### config.mk
export PLATFORM = sky130hd
export DESIGN_NAME = vec_exec_seq
export DESIGN_NICKNAME = d
export VERILOG_FILES = /design/src/rtl/vec_pkg.sv /design/src/rtl/vec_tail_merge.sv /design/src/rtl/vec_exec_seq.sv
export SDC_FILE = /design/constraint.sdc
export NUM_CORES = 1
export LEC_CHECK = 0
export ABC_AREA = 1
export BUFFER_PORTS_ARGS = -buffer_cell sky130_fd_sc_hd__buf_2
export CORE_AREA = 2 2 378 380
export DETAILED_ROUTE_END_ITERATION = 8
export DIE_AREA = 0 0 380 382
export PLACE_DENSITY = 0.34
export RECOVER_POWER = 25
export SYNTH_ARGS = -nofsm -noshare
export SYNTH_HDL_FRONTEND = slang
export SYNTH_SLANG_ARGS = --single-unit
### constraint.sdc
create_clock -name clk -period 2.2 [get_ports clk]
set_input_delay 0.33 -clock clk [delete_from_list [all_inputs] [get_ports clk]]
set_output_delay 0.33 -clock clk [all_outputs]
set_load 0.01 [all_outputs]
### src/rtl/vec_pkg.sv
// Shared definitions for the vector execution sequencer.
//   - vsew encodings (element width codes)
//   - sequencer FSM state enum
//   - default vector register width
//   - vec_vlmax(): number of elements of a given width in one register
package vec_pkg;

  localparam int VLEN_DEF = 128;

  typedef enum logic [2:0] {
    VSEW_8  = 3'd0,
    VSEW_16 = 3'd1,
    VSEW_32 = 3'd2,
    VSEW_64 = 3'd3
  } vsew_e;

  typedef enum logic [2:0] {
    ST_IDLE  = 3'd0,
    ST_READ  = 3'd1,
    ST_LATCH = 3'd2,
    ST_RUN   = 3'd3,
    ST_DRAIN = 3'd4,
    ST_WB    = 3'd5
  } state_e;

  // VLEN / SEW, with SEW = 8 << vsew. Only meaningful for legal vsew codes.
  function automatic int unsigned vec_vlmax(input logic [2:0] vsew,
                                            input int unsigned vlen = VLEN_DEF);
    return vlen >> (3 + int'(vsew));
  endfunction

endpackage

### src/rtl/vec_tail_merge.sv
// Tail-undisturbed merge of an ALU result into the old destination value.
// Element i (SEW = 8 << vsew bits wide) takes res when i < vl_eff, else old.
// Ports:
//   res     in  VLEN  ALU result
//   old     in  VLEN  previous destination register contents
//   vsew    in  3     element width code
//   vl_eff  in  VL_W  active element count, already clamped to VLMAX
//   merged  out VLEN  value to write back
module vec_tail_merge #(
  parameter int VLEN = 128,
  parameter int VL_W = 10
) (
  input  logic [VLEN-1:0] res,
  input  logic [VLEN-1:0] old,
  input  logic [2:0]      vsew,
  input  logic [VL_W-1:0] vl_eff,
  output logic [VLEN-1:0] merged
);

  // Each bit's element index is its position divided by SEW, i.e. shifted
  // right by log2(SEW) = 3 + vsew.
  always_comb begin
    merged = old;
    for (int b = 0; b < VLEN; b++) begin
      if ((b >> (3 + int'(vsew))) < int'(vl_eff)) begin
        merged[b] = res[b];
      end
    end
  end

endmodule

### src/rtl/vec_exec_seq.sv
// Single-issue sequencer wrapped around vec_alu.
// Accepts one vector instruction, reads vs1/vs2/old vd from the register
// file, runs the ALU through its run/done handshake, merges the result with
// the old vd under vl (tail-undisturbed) and writes it back.
// Ports:
//   clk, resetn                      clock, synchronous active-low reset
//   issue_*                          instruction offer / accept handshake
//   vrf_raddr1..3 / vrf_rdata1..3    register file reads (1-cycle latency)
//   vrf_we / vrf_waddr / vrf_wdata   register file write-back
//   alu_run/opcode/vsew/vs1/vs2      ALU drive
//   alu_vd / alu_done                ALU result and completion
//   cmpl                             one-cycle retire pulse
//   err                              one-cycle reject pulse (illegal vsew)
module vec_exec_seq
  import vec_pkg::*;
#(
  parameter int VLEN    = VLEN_DEF,
  parameter int VREG_AW = 5,
  parameter int VL_W    = 10
) (
  input  logic               clk,
  input  logic               resetn,
  input  logic               issue_valid,
  output logic               issue_ready,
  input  logic [5:0]         issue_opcode,
  input  logic [VREG_AW-1:0] issue_vs1,
  input  logic [VREG_AW-1:0] issue_vs2,
  input  logic [VREG_AW-1:0] issue_vd,
  input  logic [2:0]         issue_vsew,
  input  logic [VL_W-1:0]    issue_vl,
  output logic [VREG_AW-1:0] vrf_raddr1,
  output logic [VREG_AW-1:0] vrf_raddr2,
  output logic [VREG_AW-1:0] vrf_raddr3,
  input  logic [VLEN-1:0]    vrf_rdata1,
  input  logic [VLEN-1:0]    vrf_rdata2,
  input  logic [VLEN-1:0]    vrf_rdata3,
  output logic               vrf_we,
  output logic [VREG_AW-1:0] vrf_waddr,
  output logic [VLEN-1:0]    vrf_wdata,
  output logic               alu_run,
  output logic [5:0]         alu_opcode,
  output logic [2:0]         alu_vsew,
  output logic [VLEN-1:0]    alu_vs1,
  output logic [VLEN-1:0]    alu_vs2,
  input  logic [VLEN-1:0]    alu_vd,
  input  logic               alu_done,
  output logic               cmpl,
  output logic               err
);

  state_e state_q, state_d;

  logic [5:0]         opcode_q;
  logic [VREG_AW-1:0] vs1_q, vs2_q, vd_q;
  logic [2:0]         vsew_q;
  logic [VL_W-1:0]    vl_q;
  logic [VL_W-1:0]    vl_eff_q;
  logic [VLEN-1:0]    op1_q, op2_q, old_q, res_q;
  logic               err_q;

  logic               issue_acc;
  logic               vsew_bad;
  int unsigned        vlmax;
  logic [VL_W-1:0]    vl_clamp;
  logic [VLEN-1:0]    merged;

  assign issue_acc = issue_valid && (state_q == ST_IDLE);
  assign vsew_bad  = (issue_vsew > VSEW_64);

  always_comb begin
    vlmax    = vec_vlmax(vsew_q, VLEN);
    vl_clamp = (32'(vl_q) < vlmax) ? vl_q : VL_W'(vlmax);
  end

  // ---- FSM: state register ----
  always_ff @(posedge clk) begin
    if (!resetn) state_q <= ST_IDLE;
    else         state_q <= state_d;
  end

  // ---- FSM: next state ----
  always_comb begin
    state_d = state_q;
    unique case (state_q)
      ST_IDLE:  if (issue_acc && !vsew_bad) state_d = ST_READ;
      ST_READ:  state_d = ST_LATCH;
      ST_LATCH: state_d = (vl_q == '0) ? ST_WB : ST_RUN;
      ST_RUN:   if (alu_done) state_d = ST_DRAIN;
      ST_DRAIN: state_d = ST_WB;
      ST_WB:    state_d = ST_IDLE;
      default:  state_d = ST_IDLE;
    endcase
  end

  // ---- FSM: outputs ----
  always_comb begin
    issue_ready = (state_q == ST_IDLE);
    alu_run     = (state_q == ST_RUN);
    cmpl        = (state_q == ST_WB);
    vrf_raddr1  = '0;
    vrf_raddr2  = '0;
    vrf_raddr3  = '0;
    vrf_we      = 1'b0;
    vrf_waddr   = '0;
    vrf_wdata   = '0;
    if (state_q == ST_READ) begin
      vrf_raddr1 = vs1_q;
      vrf_raddr2 = vs2_q;
      vrf_raddr3 = vd_q;
    end
    if (state_q == ST_WB) begin
      // vl_eff is zero exactly when vl was zero: retire without writing.
      vrf_we    = (vl_eff_q != '0);
      vrf_waddr = vd_q;
      vrf_wdata = merged;
    end
  end

  assign alu_opcode = opcode_q;
  assign alu_vsew   = vsew_q;
  assign alu_vs1    = op1_q;
  assign alu_vs2    = op2_q;
  assign err        = err_q;

  // ---- issue latch ----
  always_ff @(posedge clk) begin
    if (!resetn) begin
      opcode_q <= '0;
      vs1_q    <= '0;
      vs2_q    <= '0;
      vd_q     <= '0;
      vsew_q   <= '0;
      vl_q     <= '0;
      err_q    <= 1'b0;
    end else begin
      err_q <= issue_acc && vsew_bad;
      if (issue_acc) begin
        opcode_q <= issue_opcode;
        vs1_q    <= issue_vs1;
        vs2_q    <= issue_vs2;
        vd_q     <= issue_vd;
        vsew_q   <= issue_vsew;
        vl_q     <= issue_vl;
      end
    end
  end

  // ---- operand capture / result capture ----
  always_ff @(posedge clk) begin
    if (!resetn) begin
      op1_q    <= '0;
      op2_q    <= '0;
      old_q    <= '0;
      res_q    <= '0;
      vl_eff_q <= '0;
    end else begin
      if (state_q == ST_LATCH) begin
        op1_q    <= vrf_rdata1;
        op2_q    <= vrf_rdata2;
        old_q    <= vrf_rdata3;
        vl_eff_q <= vl_clamp;
      end
      if ((state_q == ST_RUN) && alu_done) begin
        res_q <= alu_vd;
      end
    end
  end

  vec_tail_merge #(
    .VLEN (VLEN),
    .VL_W (VL_W)
  ) u_merge (
    .res    (res_q),
    .old    (old_q),
    .vsew   (vsew_q),
    .vl_eff (vl_eff_q),
    .merged (merged)
  );

endmodule
=== Yosys cells after proc, flatten, opt, wreduce, memory -nomap -nowiden ===
Cells that the tools add are included.
Widths: inputs -> output; s select.

* Register bits after elaboration: 560
* Bits of input ports: 550

* Add/subtract/negate cells: 1
* Magnitude comparators: 130
* Equal/unequal tests: 7
* Shifts and indexed selects: 129
* Muxes and demuxes: 139
* Reduce and logical (&&, ||, !) cells: 9

{| class="wikitable"
|+ Operators with widths
! cell !! count
|-
| $lt 32x11->1 || 128
|-
| $shr 7x32->32 const A || 64
|-
| $shr 6x32->32 const A || 32
|-
| $shr 5x32->32 const A || 16
|-
| $shr 4x32->32 const A || 8
|-
| $mux 1 || 129
|-
| $mux 128 || 1
|-
| $shr 3x32->32 const A || 4
|-
| $shr 2x32->32 const A || 2
|-
| $lt 10x32->1 || 1
|-
| $shr 1x32->32 const A || 1
|-
| $shr 1x4->32 const A || 1
|-
| $shr 8x32->32 const A || 1
|-
| $mux 5 || 4
|-
| $pmux 3 s5 || 1
|-
| $logic_not 10->1 || 1
|-
| $mux 10 || 1
|-
| $reduce_bool 10->1 || 1
|-
| $mux 3 || 3
|-
| $eq 3x2->1 const B || 2
|-
| $eq 3x3->1 const B || 2
|-
| $add 2x3->4 const A || 1
|-
| $logic_and 1x1->1 || 4
|-
| $ne 2x1->1 const B || 2
|-
| other kinds (5) || 5
|}

=== Logic depth before layout (Yosys ltp) ===
* Depth in word-level cells: 5
* Gate-level depth with buffers: 16
* Mapped depth without buffers: 16

=== Cells and area by module ===
A second synthesis with hierarchy kept.

* Cell total of the unflattened synthesis: 3,324
* Area total of the unflattened synthesis: 23,261.1 um^2

{| class="wikitable"
|+ By module, submodules not included
! module !! times used !! cells each !! area each (um^2)
|-
| vec_exec_seq || 1 || 2,786 || 20,751.2
|-
| vec_tail_merge || 1 || 538 || 2,509.9
|}

=== Worst setup path after synthesis ===
OpenSTA, ideal clock, no wires.

* Kind: reg-to-output
* From: register vsew_q[0], in the netlist alu_vsew[0]
* To: output port vrf_wdata[112]
* Arrival time: 2.297 ns
* Data required time: 1.870 ns
* Slack: -0.427 ns
* Stages on the path, launching flop included: 11
* Cells stage by stage: dfxtp_1 > inv_1 > ha_1 > inv_1 > nor2_2 > ha_1 > a21oi_2 > nand4_2 > nand3_1 > nand2_1 > a21oi_1

* Cells in the longest elaborated chain, start to end: 5

{| class="wikitable"
|+ RTL lines
! what !! RTL line !! RTL
|-
| from (decl) || vec_exec_seq.sv:55 || <nowiki>logic [2:0] vsew_q;</nowiki>
|-
| from (signal assigned) || vec_exec_seq.sv:142 || <nowiki>vsew_q <= issue_vsew;</nowiki>
|-
| $add 2x3->4 || vec_tail_merge.sv:25 || <nowiki>if ((b >> (3 + int'(vsew))) < int'(vl_eff)) begin</nowiki>
|-
| $shr 7x32->32 || vec_tail_merge.sv:25 ||
|-
| $lt 32x11->1 || vec_tail_merge.sv:25 ||
|-
| $mux 1 || vec_tail_merge.sv:25 ||
|-
| $mux 128 || vec_exec_seq.sv:111 || <nowiki>if (state_q == ST_WB) begin</nowiki>
|-
| to (decl) || vec_exec_seq.sv:39 || <nowiki>output logic [VLEN-1:0] vrf_wdata,</nowiki>
|}

Every way passes these cells.

=== Final worst setup path ===
* From: register vsew_q[1], in the netlist alu_vsew[1]
* To: output port vrf_wdata[85]

The elaborated chain is that of the path after synthesis.

==> impl_metrics.toml <==
[timing]
rsz0062_at_grt = "true"
finalHoldWorstSlack_ps = 59.4
final_max_slew_viol_count = 0
timing.final.hold_violations = 0
slew-limit-headroom_pct = 56.2
max_clock_freq_mhz = 321
worst_slack_ps = -918
final.min_clock_period_ps = 3120
setup_viol = 259
clock_skew_ps = 26.6
tightest_slew_ps = 657
layout_worst_path_cycle_share_pct = 142

[yosys]
postSynthCellCount = 3000
synth.net_count = 3572
yosys.cell_types.count = 34
synth_top_flop_cell = "dfxtp_1"
synth_edf_count = 0
asyncSetResetFlopFracSynth_pct = 0
synth.ff_latch_count = 560
avgSynthCellArea_um2 = 7.37
synth_largest_area_cell = "dfxtp_1"
ys_seq_area_share_pct = 50.7
syn-cell-area_um2 = 22100
post_synth_main_area_contributors = "dfxtp_1 (51%), nor2_1 (16%), o21ai_0 (13%), a21oi_1 (5.6%), nand2_1 (3.2%)"
ys_warn_count = 8
share_of_the_synthesized_area_in_the_top_cell_type_pct = 50.7

[critical_path]
critPathMaxFanout = 8
crit_chain = "inv_6 -> ha_4 -> inv_2 -> nor2_4 -> buf_4 -> inv_4 -> nand2_4 -> ha_4 -> inv_2 -> o21ai_1 -> nand2_1 -> nand2_2 -> nand2_4 -> clkbuf_16 -> clkinv_8 -> nor2_1 -> nor2_1 -> buf_2"
cpMaxStageDelayCell = "dfxtp_4"
crit_buf_inv = 8
reg2reg_setup_slack_ps = -520
r2r_start = "state_q[1]"
worst_ep_required_time_ps = 1870
cpLargestDelayFamily = "buffers and inverters"
crit_start = "alu_vsew[1]"
startpoint_type = "register"
critical_path_arrival_ps = 2790
crit_type = "register to primary output"
largest_stage_delay_worst_path_ps = 370
endpoint_kind = "primary output"

[placement]
detailedPlacementHpwl_um = 92300
last_weighted_congestion_value_of_the_routability_driven_placer = 0.846
placement.io_buffers = 967

[run_status]
violations_in_the_final_reports = "setup timing"
run_status = "finished with violations"

[clock_network]
cts.htree.levels = 3
clock_latency_ps = 660
cts_inserted_buffers = 76
max-clock-path-buffers = 3
cts_tree = "built"
clock_sink_count = 560
path_clk_slew_ps = 60
ctsRootBufferMaster = "clkbuf_16"

[die]
floorplan.initialDensity_pct = 15.7
die_y_um = 382
cell_rows = 138
design.core.area_um2 = 141000
ios = 968
design.die.area_um2 = 145000
die_width_um = 380

[power]
peakVddDrop_mv = 0.719
total_leakage_power_uw = 0.0165
power_per_cell_area_nw_per_um2 = 1210

[grt]
number_of_antenna_violations_at_the_first_check_in_global_routing = 17
overflow = 0
pin_count_of_the_biggest_net_entering_global_routing = 99
globalRouteTotalUtil_pct = 16.8
wire_length_of_the_first_global_routing_pass_um = 184000
via_count_of_the_first_global_routing_pass = 27235

[final_layout]
nNetsFinal = 5177
final_layout_size_suffix_gt1_share_pct = 30.9
multi_input_comb_area_um2 = 10800
syn_to_final_growth_pct = 82.1
mostFrequentLayoutCell = "nor2_1"
final_cell_mix = "nor2_1 (860), buf_2 (730), dfxtp_1 (550)"
final.fill_count = 15699
seqCellArea_um2 = 11200
final_design_utilization_pct = 28.6

[routing]
routedLengthMet1_um = 50600
postRouteWirelength_um = 128000
postRouteAntennaNets = 0
detail_route.first_pass.iterations = 5
route.top_layer_used = "met5"
drc = 0
met2_length_um = 66300
via_count = 26478
wl_met3_um = 8220
drtIter0Drc = 1175
wl_per_cell_um = 19.5
via_per_inst = 4.03

[worst_hold_path]
worst_hold_startpoint = "vrf_rdata3[0]"
hold_path_class = "primary input to register"

[run]
max-cap-violations = 0
## final timing paths
check	cells after the start	to
worst max-delay path	18	vrf_wdata[85]
worst min-delay path	3	old_q[0]
worst max register to register	9	res_q[109]
worst min register to register	2	res_q[122]
## sequential cells by signal (all words and copies together) (netlist names)
| signal | count |
|---|---|
| alu_vs1 | 128 |
| alu_vs2 | 128 |
| old_q | 128 |
| res_q | 128 |
| vl_eff_q | 10 |
| vl_q | 10 |
| alu_opcode | 6 |
| vd_q | 5 |
| vs1_q | 5 |
| vs2_q | 5 |
| alu_vsew | 3 |
| state_q | 3 |
| err | 1 |
## per-layer routing
layer	vias to the layer above	track usage, %
li1	13035	-
met1	12511	18.8
met3	160	5.00
met5	-	0
met4	4	4.42
met2	768	30.9
## per-stage QoR
stage          setup TNS (ps)  area [um2]  worst slack (ps)  cells  power (uW)
6_report              -132290       40300              -918   6566       48500
5_1_grt               -164970       40200             -1120   6559       51800
4_1_cts               -112200       39600             -1030   6523       47900
3_5_place_dp           -22980       30400              -370   5822       30800
3_3_place_gp           -19950       30400              -327   5822       30800
2_1_floorplan            -205       22300             -34.5   3000       22600
## cell usage after synthesis (5+ instances only)
| library cell | number |
|---|---|
| buf_4 | 5 |
| dfxtp_1 | 560 |
| clkbuf_1 | 118 |
| inv_1 | 120 |
| nand3_1 | 99 |
| o21ai_0 | 569 |
| nor2_1 | 916 |
| nand2_1 | 189 |
| nand4_1 | 11 |
| o21ai_1 | 9 |
| a21oi_1 | 246 |
| buf_2 | 84 |
| inv_2 | 11 |
| nand2_2 | 5 |
| nor3_1 | 5 |
| ha_1 | 22 |
## worst min-delay path, stage by stage
cell     delay [ps]
buf_2            70
o21ai_0         150
nor2_1          120
## power by group
part           total (uW)  internal [uW]  switching (uW)  leakage, uW
registers           14200          12700            1560      0.00457
logic               22100           9260           12900       0.0108
clock network       12100           7060            5080      0.00116
total               48500          29000           19500       0.0165
## kinds of logic (layout without fill, tap and decap cells)
group | count (synthesis) | after routing | share of synthesized area [%]
and+or+nand+nor | 1240 | 1243 | 22.5
AOI/OAI and AO/OA | 831 | 831 | 18.9
DFF | 560 | 560 | 50.7
buffers and inverters | 347 | 2006 | 6.60
adders and majority gates | 22 | 22 | 1.25
other | 0 | 14 | 0
## what timing repair did
item,in CTS,in global routing
cloned,12,5
hold endpoints to repair,514,0
pin swaps,66,54
setup endpoints to repair,153,162
setup buffers,45,27
resized for setup,342,190
hold buffers,512,0
## final cells by class
type | instances | area share [%]
Antenna cell | 14 | 0.0870
Multi-Input combinational cell | 2096 | 26.9
Clock buffer | 116 | 5.60
Inverter | 134 | 1.49
Timing Repair Buffer | 1735 | 31.8
Sequential cell | 560 | 27.9
Timing Repair inverter | 2 | 0.0435
Tap cell | 1890 | 5.87
Clock inverter | 19 | 0.345
Power figures use the tool's default switching activity.
